--- config.mk ---
export PLATFORM = sky130hd
export DESIGN_NAME = alu_issue_ctrl
export DESIGN_NICKNAME = d
export VERILOG_FILES = /design/src/rtl/alu_issue_ctrl.sv
export SDC_FILE = /design/constraint.sdc
export NUM_CORES = 1
export LEC_CHECK = 0
export BUFFER_PORTS_ARGS = -buffer_cell sky130_fd_sc_hd__buf_4
export CAP_MARGIN = 15
export CELL_PAD_IN_SITES_DETAIL_PLACEMENT = 0
export CELL_PAD_IN_SITES_GLOBAL_PLACEMENT = 1
export CORE_UTILIZATION = 46
export CTS_BUF_LIST = sky130_fd_sc_hd__clkbuf_4 sky130_fd_sc_hd__clkbuf_8
export DETAILED_ROUTE_END_ITERATION = 8
export PLACE_DENSITY = 0.78
export SYNTH_ARGS = -nofsm -noshare
export SYNTH_HDL_FRONTEND = slang
export SYNTH_SLANG_ARGS = --single-unit
--- constraint.sdc ---
create_clock -name clk -period 2.9 [get_ports clk]
set_input_delay 0.29 -clock clk [delete_from_list [all_inputs] [get_ports clk]]
set_output_delay 0.29 -clock clk [all_outputs]
set_load 0.02 [all_outputs]
--- src/rtl/alu_issue_ctrl.sv ---
// alu_issue_ctrl: issue stage in front of the registered 16-bit ALU.
// Accepts one instruction at a time, reads operands from an 8x16 register
// file, drives the ALU for a single cycle and writes the registered result
// and flags back two cycles after acceptance. LDI and illegal opcodes retire
// straight out of ISSUE without touching the ALU.
//
// Handshake: an instruction transfers on a rising edge where instr_valid and
// instr_ready are both high. instr_ready is high only in IDLE; instr is
// ignored whenever instr_ready is low.
module alu_issue_ctrl #(
  parameter int NUM_REGS = 8
) (
  input  logic        clk,
  input  logic        reset,
  input  logic        instr_valid,
  output logic        instr_ready,
  input  logic [15:0] instr,
  output logic [15:0] alu_a,
  output logic [15:0] alu_b,
  output logic [3:0]  alu_op,
  output logic        alu_enable,
  input  logic [15:0] alu_result,
  input  logic        alu_zero,
  input  logic        alu_carry,
  input  logic        alu_overflow,
  output logic        flag_zero,
  output logic        flag_carry,
  output logic        flag_overflow,
  output logic        done,
  output logic        illegal,
  input  logic [2:0]  dbg_addr,
  output logic [15:0] dbg_data,
  output logic [1:0]  fsm_state
);

  localparam logic [3:0] OP_LDI     = 4'hF;
  localparam logic [3:0] OP_ALU_MAX = 4'hB;

  typedef enum logic [1:0] {
    IDLE  = 2'd0,
    ISSUE = 2'd1,
    WB    = 2'd2
  } state_t;

  state_t      state;
  logic [15:0] instr_q;
  logic [15:0] regs [NUM_REGS];

  // Fields of the incoming instruction (used at the accepting edge).
  logic [3:0] in_op;
  logic [2:0] in_rs1;
  logic [2:0] in_rs2;
  // Fields of the latched instruction (used in ISSUE and WB).
  logic [3:0] q_op;
  logic [2:0] q_rd;
  logic [8:0] q_imm;

  assign in_op  = instr[15:12];
  assign in_rs1 = instr[8:6];
  assign in_rs2 = instr[5:3];
  assign q_op   = instr_q[15:12];
  assign q_rd   = instr_q[11:9];
  assign q_imm  = instr_q[8:0];

  assign dbg_data  = regs[dbg_addr];
  assign fsm_state = state;

  // Issue FSM; all outputs registered. Operands are captured on the accepting
  // edge so the ALU sees them during ISSUE; no write can be in flight then,
  // because every writeback completes before IDLE is re-entered.
  always_ff @(posedge clk) begin
    if (reset) begin
      state         <= IDLE;
      instr_q       <= '0;
      instr_ready   <= 1'b1;
      alu_a         <= '0;
      alu_b         <= '0;
      alu_op        <= '0;
      alu_enable    <= 1'b0;
      flag_zero     <= 1'b1;
      flag_carry    <= 1'b0;
      flag_overflow <= 1'b0;
      done          <= 1'b0;
      illegal       <= 1'b0;
      for (int i = 0; i < NUM_REGS; i++) begin
        regs[i] <= '0;
      end
    end else begin
      done       <= 1'b0;
      illegal    <= 1'b0;
      alu_enable <= 1'b0;
      case (state)
        IDLE: begin
          if (instr_valid) begin
            instr_q     <= instr;
            instr_ready <= 1'b0;
            state       <= ISSUE;
            if (in_op <= OP_ALU_MAX) begin
              alu_enable <= 1'b1;
              alu_a      <= regs[in_rs1];
              alu_b      <= regs[in_rs2];
              alu_op     <= in_op;
            end else begin
              // LDI and illegal opcodes retire during ISSUE.
              done    <= 1'b1;
              illegal <= (in_op != OP_LDI);
            end
          end
        end
        ISSUE: begin
          if (q_op <= OP_ALU_MAX) begin
            // ALU registers its result at this edge; WB picks it up next.
            done  <= 1'b1;
            state <= WB;
          end else begin
            if (q_op == OP_LDI) begin
              regs[q_rd] <= {7'b0, q_imm};
            end
            instr_ready <= 1'b1;
            state       <= IDLE;
          end
        end
        WB: begin
          regs[q_rd]    <= alu_result;
          flag_zero     <= alu_zero;
          flag_carry    <= alu_carry;
          flag_overflow <= alu_overflow;
          instr_ready   <= 1'b1;
          state         <= IDLE;
        end
        default: begin
          instr_ready <= 1'b1;
          state       <= IDLE;
        end
      endcase
    end
  end

endmodule

* Word level (Yosys, flattened, before mapping)
Memory sizes are Yosys's and may differ from the RTL's. A register that Yosys moved wholly into a read port is not among the register bits.
Index checks and enable logic that the tools add are counted.
** Operators by class
- Bitwise operators :: 3
- Equal/unequal tests :: 6
- Muxes and demuxes :: 25
- $lt $le $gt $ge :: 2
- Reduce and logical (&&, ||, !) cells :: 7
** Operators with widths (number)
- $mux W16 :: 2
- $mux W1 :: 17
- $reduce_or A16 Y1 :: 1
- $le A4 B4 Y1 const B :: 2
- $eq A4 B4 Y1 const B :: 1
- $mux W2 :: 2
- $ne A2 B2 Y1 const B :: 2
- $ne A4 B4 Y1 const B :: 1
- $pmux W1 S2 :: 2
- $pmux W2 S2 :: 1
- $reduce_and A2 Y1 :: 2
- $reduce_or A4 Y1 :: 1
- $mux W3 :: 1
- $reduce_and A3 Y1 :: 1
- $reduce_or A3 Y1 :: 1
- $eq A2 B1 Y1 const B :: 1
- $eq A2 B2 Y1 const B :: 1
- $logic_not A2 Y1 :: 1
- $not A1 Y1 :: 2
- $or A1 B1 Y1 :: 1
** Word-level totals
- Input port bits :: 41
- Logic and storage cells :: 54
- Memory bits (writable) :: 128
- Bits in registers :: 29
- Output and inout bits :: 61
- Memories kept :: 1
** Memories
- regs :: depth 8, bits a word 16, read ports 3, clocked after Yosys merged registers in 2, wr ports 8, RTL line 47 : logic [15:0] regs [NUM_REGS];

* Longest topological paths before layout
- Word-level depth :: 9
- Mapped depth :: 7
- Gate-level depth less buffers :: 3

* Least setup slack after synthesis
Ideal clock, no wire load.
- Path type :: register -> register
- Start :: register state[0], in the netlist fsm_state[0]
- End :: memory regs[0][0], enable pin
- Stages on the path, launching flop included :: 6
- Path buffers :: 2
- Required time :: 2486 ps
- Arrival time :: 2537 ps
- Slack :: -51 ps
- Library setup time :: 414 ps
- Path through :: dfxtp_1 > buf_6 > and3_1 > a41oi_2 > clkbuf_1 > o31ai_1
** RTL lines
- start: declaration :: RTL line 45 : state_t state;
- start signal: assignment :: RTL line 73 : state <= IDLE;
- start signal: assignment :: RTL line 97 : state <= ISSUE;
- start signal: assignment :: RTL line 114 : state <= WB;
- end: declaration :: RTL line 47

==> results.py <==
metrics = {
    "timing": {
        "relSlewSlack": 0.4493,
        "finalWorstSetupSlack_ns": 0.6697,
        "slew_viol_final": 0,
        "fin_crit_sh": 0.7691,
        "fin_skew_ns": 0.01406,
        "finalHoldViolations": 0,
        "fin_crit_ns": 2.230,
        "rsz0062_at_grt": "false",
        "worstMarginPinSlew_ns": 0.8031,
        "setup_viol_count_final": 0,
        "max_freq_mhz": 448.4,
    },
    "power_and_ir_drop": {
        "p_comb_frac": 0.171,
        "switching_share": 0.2715,
        "clkPwrFrac": 0.306,
        "net-switching-power_mw": 1.602,
        "ir_drop_v": 0.0002371,
        "p_seq_frac": 0.523,
        "leakage_nw": 3.964,
        "powerDensity_mw_per_mm2": 520.9,
        "p_int_mw": 4.299,
    },
    "clock_tree": {
        "worstSkewPairLatency_ns": 0.48,
        "htreeDepth": 4,
        "numCtsBuffers": 17,
        "cts_setup_buffers": 0,
        "cts.sinks": 189,
        "cts-root-buf": "clkbuf_8",
        "cts.hold.buffers_added": 1,
        "clk_path_buf_depth": 2,
        "clkTransAtPathRegs_ns": 0.10,
        "cts_tree": "yes",
        "post_cts_resized": 0,
    },
    "global_route": {
        "antenna_found_initial": 0,
        "grt_pass1_vias": 6842,
        "grt_max_degree": 61,
        "grt.total_usage": 0.2467,
        "grt-ovfl-total": 0,
        "grt_pass1_wl_um": 39590,
    },
    "final_layout": {
        "fin_util": 0.5390,
        "final_layout_size_suffix_gt1_frac": 0.3541,
        "n_antenna_cell": 0,
        "nNetsFinal": 847,
        "layout.cells.non_filler": 1094,
        "syn2layout_area_growth_pct": 14.81,
    },
    "min_path": {
        "min_from": "instr[12]",
        "hold_end": "illegal$_SDFF_PP0_",
        "hold_class": "in2reg",
        "hold_path_depth": 2,
    },
    "floorplan": {
        "core.rowCount": 53,
        "io_pins": 102,
        "die_w_um": 148.5,
        "die_h_um": 148.5,
        "start_util": 0.4694,
        "die_area_sq_mm": 0.02204,
        "core_area_sq_mm": 0.02102,
    },
    "placement": {
        "post-dp-hpwl_um": 17410,
        "dp_slack_ns": 0.6576,
        "routabilityCongestion": 0.8333,
        "dp.cells": 1060,
        "io_buffer_count": 101,
    },
    "synthesis": {
        "synth.cell_area_sq_mm": 0.009868,
        "seq_area_frac_synth": 0.5132,
        "avgSynthCellArea_sq_um": 13.37,
        "synth-seq-cells": 189,
        "ys_warn_count": 0,
        "synth_nets": 779,
        "postSynthCellCount": 738,
        "ys_types": 34,
    },
    "detailed_routing": {
        "drt_iter0_markers": 652,
        "drcViolationCount": 0,
        "finalWirelength_um": 26470,
        "ant_nets": 0,
        "drtPass1Iterations": 5,
        "post_drt_wl_per_cell_um": 24.19,
        "vias": 7052,
        "vias_per_cell": 6.446,
    },
    "status": {
        "status": "finished clean",
    },
    "critical_path": {
        "cp-start-kind": "flip-flop",
        "worstPathRequired_ns": 3.11,
        "worstRegToRegCells": 4,
        "cp.arrival_ns": 2.44,
        "worst-path-max-fanout": 10,
        "cp-end-kind": "flip-flop",
        "r2r-end": "regs[5][1]$_SDFFCE_PN0P_",
        "rr_startpoint": "fsm_state[1]$_SDFFE_PP0N_",
        "reg2reg_slack_ns": 0.67,
        "path_class": "reg2reg",
    },
    "job": {
        "cap_violations": 0,
    },
}
power groups by stage:
stage               clock, mW  sequential, mW  combinational [mW]
floorplan                   0            3.18               0.599
global placement            0            3.13               0.987
detailed placement          0            3.15                1.01
CTS                      1.83            3.08                1.01
global route             1.92            3.10                1.07
finish                   1.80            3.09                1.01
sequential cells by signal (all words and copies together), names as in the netlist:
register,count
fsm_state,2
done,1
flag_overflow,1
alu_enable,1
alu_a,16
instr_ready,1
instr_q,16
illegal,1
alu_b,16
flag_zero,1
regs,128
flag_carry,1
alu_op,4
worst max-delay path by stage:
stage,start,to,slack [ns]
after floorplan,fsm_state[0]$_SDFFE_PP0N_,regs[0][0]$_SDFFCE_PN0P_,-0.05
after global placement,dbg_addr[0],dbg_data[8],0.71
after global routing,fsm_state[1]$_SDFFE_PP0N_,regs[6][9]$_SDFFCE_PN0P_,0.56
after detailed placement,dbg_addr[0],dbg_data[7],0.66
final,fsm_state[1]$_SDFFE_PP0N_,regs[5][1]$_SDFFCE_PN0P_,0.67
after CTS,fsm_state[1]$_SDFFE_PP0N_,regs[5][1]$_SDFFCE_PN0P_,0.65
cells by family after synthesis:
group | share of synthesized area
flip-flops | 0.5132
buffers and inverters | 0.03956
multiplexers | 0.2820
AND/OR/NAND/NOR | 0.1045
AO/OA/AOI/OAI | 0.06073
layout make-up:
| class | instances | area (sq um) |
|---|---|---|
| fillers | 1727 | 9692 |
| flip-flops and latches | 189 | 5065 |
| multi-input cells | 461 | 4473 |
| repair buffers | 134 | 1028 |
| well taps | 275 | 344.1 |
| clock buffers | 18 | 241.5 |
| clock inverters | 14 | 166.4 |
| inverters | 3 | 11.26 |
worst max-delay path, cell delays in order (launching register included):
cell and delay, ns:
dfxtp_1 0.52, nor3b_2 0.34, buf_4 0.27, mux2i_1 0.71, nor4_1 0.12
synthesized netlist by cell type:
master | n | share of area
buf_4 | 7 | 0.0053
and3_1 | 1 | 0.00063
dfxtp_1 | 61 | 0.12
nand2_1 | 52 | 0.020
nor3b_2 | 2 | 0.0025
mux2_2 | 16 | 0.018
buf_6 | 1 | 0.0011
nor4_1 | 72 | 0.046
or3b_2 | 1 | 0.00089
nand3b_1 | 1 | 0.00076
buf_2 | 21 | 0.011
o31ai_1 | 8 | 0.0061
mux2i_1 | 44 | 0.045
nor3_1 | 3 | 0.0015
buf_1 | 4 | 0.0015
mux4_2 | 96 | 0.22
a211oi_1 | 32 | 0.024
edfxtp_1 | 128 | 0.39
or2_2 | 1 | 0.00063
a21oi_1 | 50 | 0.025
clkbuf_1 | 52 | 0.020
o21ai_0 | 2 | 0.0010
nor2_1 | 64 | 0.024
nand3_1 | 3 | 0.0015
nor4b_1 | 2 | 0.0018
or3_1 | 3 | 0.0019
a41oi_2 | 1 | 0.0016
a2111oi_0 | 1 | 0.00089
clkinv_1 | 1 | 0.00038
nand2b_1 | 3 | 0.0019
o22ai_1 | 1 | 0.00063
and2_1 | 1 | 0.00063
inv_1 | 2 | 0.00076
a21boi_0 | 1 | 0.00076
per-layer routing:
layer | vias up | global-route usage | part of all wire
met5 | - | 0 | 0
met4 | 0 | 0.1088 | 0.024
met3 | 59 | 0.04202 | 0.087
met2 | 397 | 0.4150 | 0.50
met1 | 3517 | 0.3139 | 0.39
li1 | 3079 | - | -
through the flow:
| stage | power, mW | setup TNS (ns) | area, sq um | hold WS, ns |
|---|---|---|---|---|
| 2_1_floorplan | 3.776 | -6.533 | 9868 | 0.4027 |
| 3_3_place_gp | 4.122 | 0 | 10880 | 0.4435 |
| 3_5_place_dp | 4.153 | 0 | 10880 | 0.4484 |
| 4_1_cts | 5.925 | 0 | 11300 | 0.01402 |
| 5_1_grt | 6.095 | 0 | 11330 | 0.05087 |
| 6_report | 5.901 | 0 | 11330 | 0.03914 |
cell usage in the layout (no fill, tap or decap):
| cell | netlist | layout |
|---|---|---|
| nor2_2 | 0 | 1 |
| o22ai_1 | 1 | 1 |
| nand2_1 | 52 | 52 |
| and3_1 | 1 | 1 |
| clkbuf_8 | 0 | 17 |
| mux2i_1 | 44 | 44 |
| buf_4 | 7 | 132 |
| inv_6 | 0 | 3 |
| a2111oi_0 | 1 | 1 |
| clkinv_4 | 0 | 3 |
| or3_1 | 3 | 3 |
| or2_2 | 1 | 1 |
| clkbuf_4 | 0 | 1 |
| a41oi_4 | 0 | 1 |
| nor4_1 | 72 | 72 |
| nor3b_4 | 0 | 1 |
| inv_1 | 2 | 2 |
| nand3_1 | 3 | 3 |
| edfxtp_1 | 128 | 128 |
| nand2b_1 | 3 | 3 |
| clkinv_1 | 1 | 2 |
| mux4_2 | 96 | 96 |
| dfxtp_1 | 61 | 61 |
| or3b_2 | 1 | 1 |
| a211oi_1 | 32 | 32 |
| buf_16 | 0 | 1 |
| nand3b_1 | 1 | 1 |
| nor2_1 | 64 | 63 |
| nor3b_2 | 2 | 1 |
| o21ai_0 | 2 | 2 |
| mux2_2 | 16 | 16 |
| dlygate4sd3_1 | 0 | 1 |
| a21boi_0 | 1 | 1 |
| bufinv_16 | 0 | 3 |
| nor3_1 | 3 | 3 |
| nor4b_1 | 2 | 2 |
| clkinv_2 | 0 | 4 |
| o31ai_2 | 0 | 8 |
| and2_1 | 1 | 1 |
| a21oi_1 | 50 | 50 |
(Power assumes the default switching activity.)
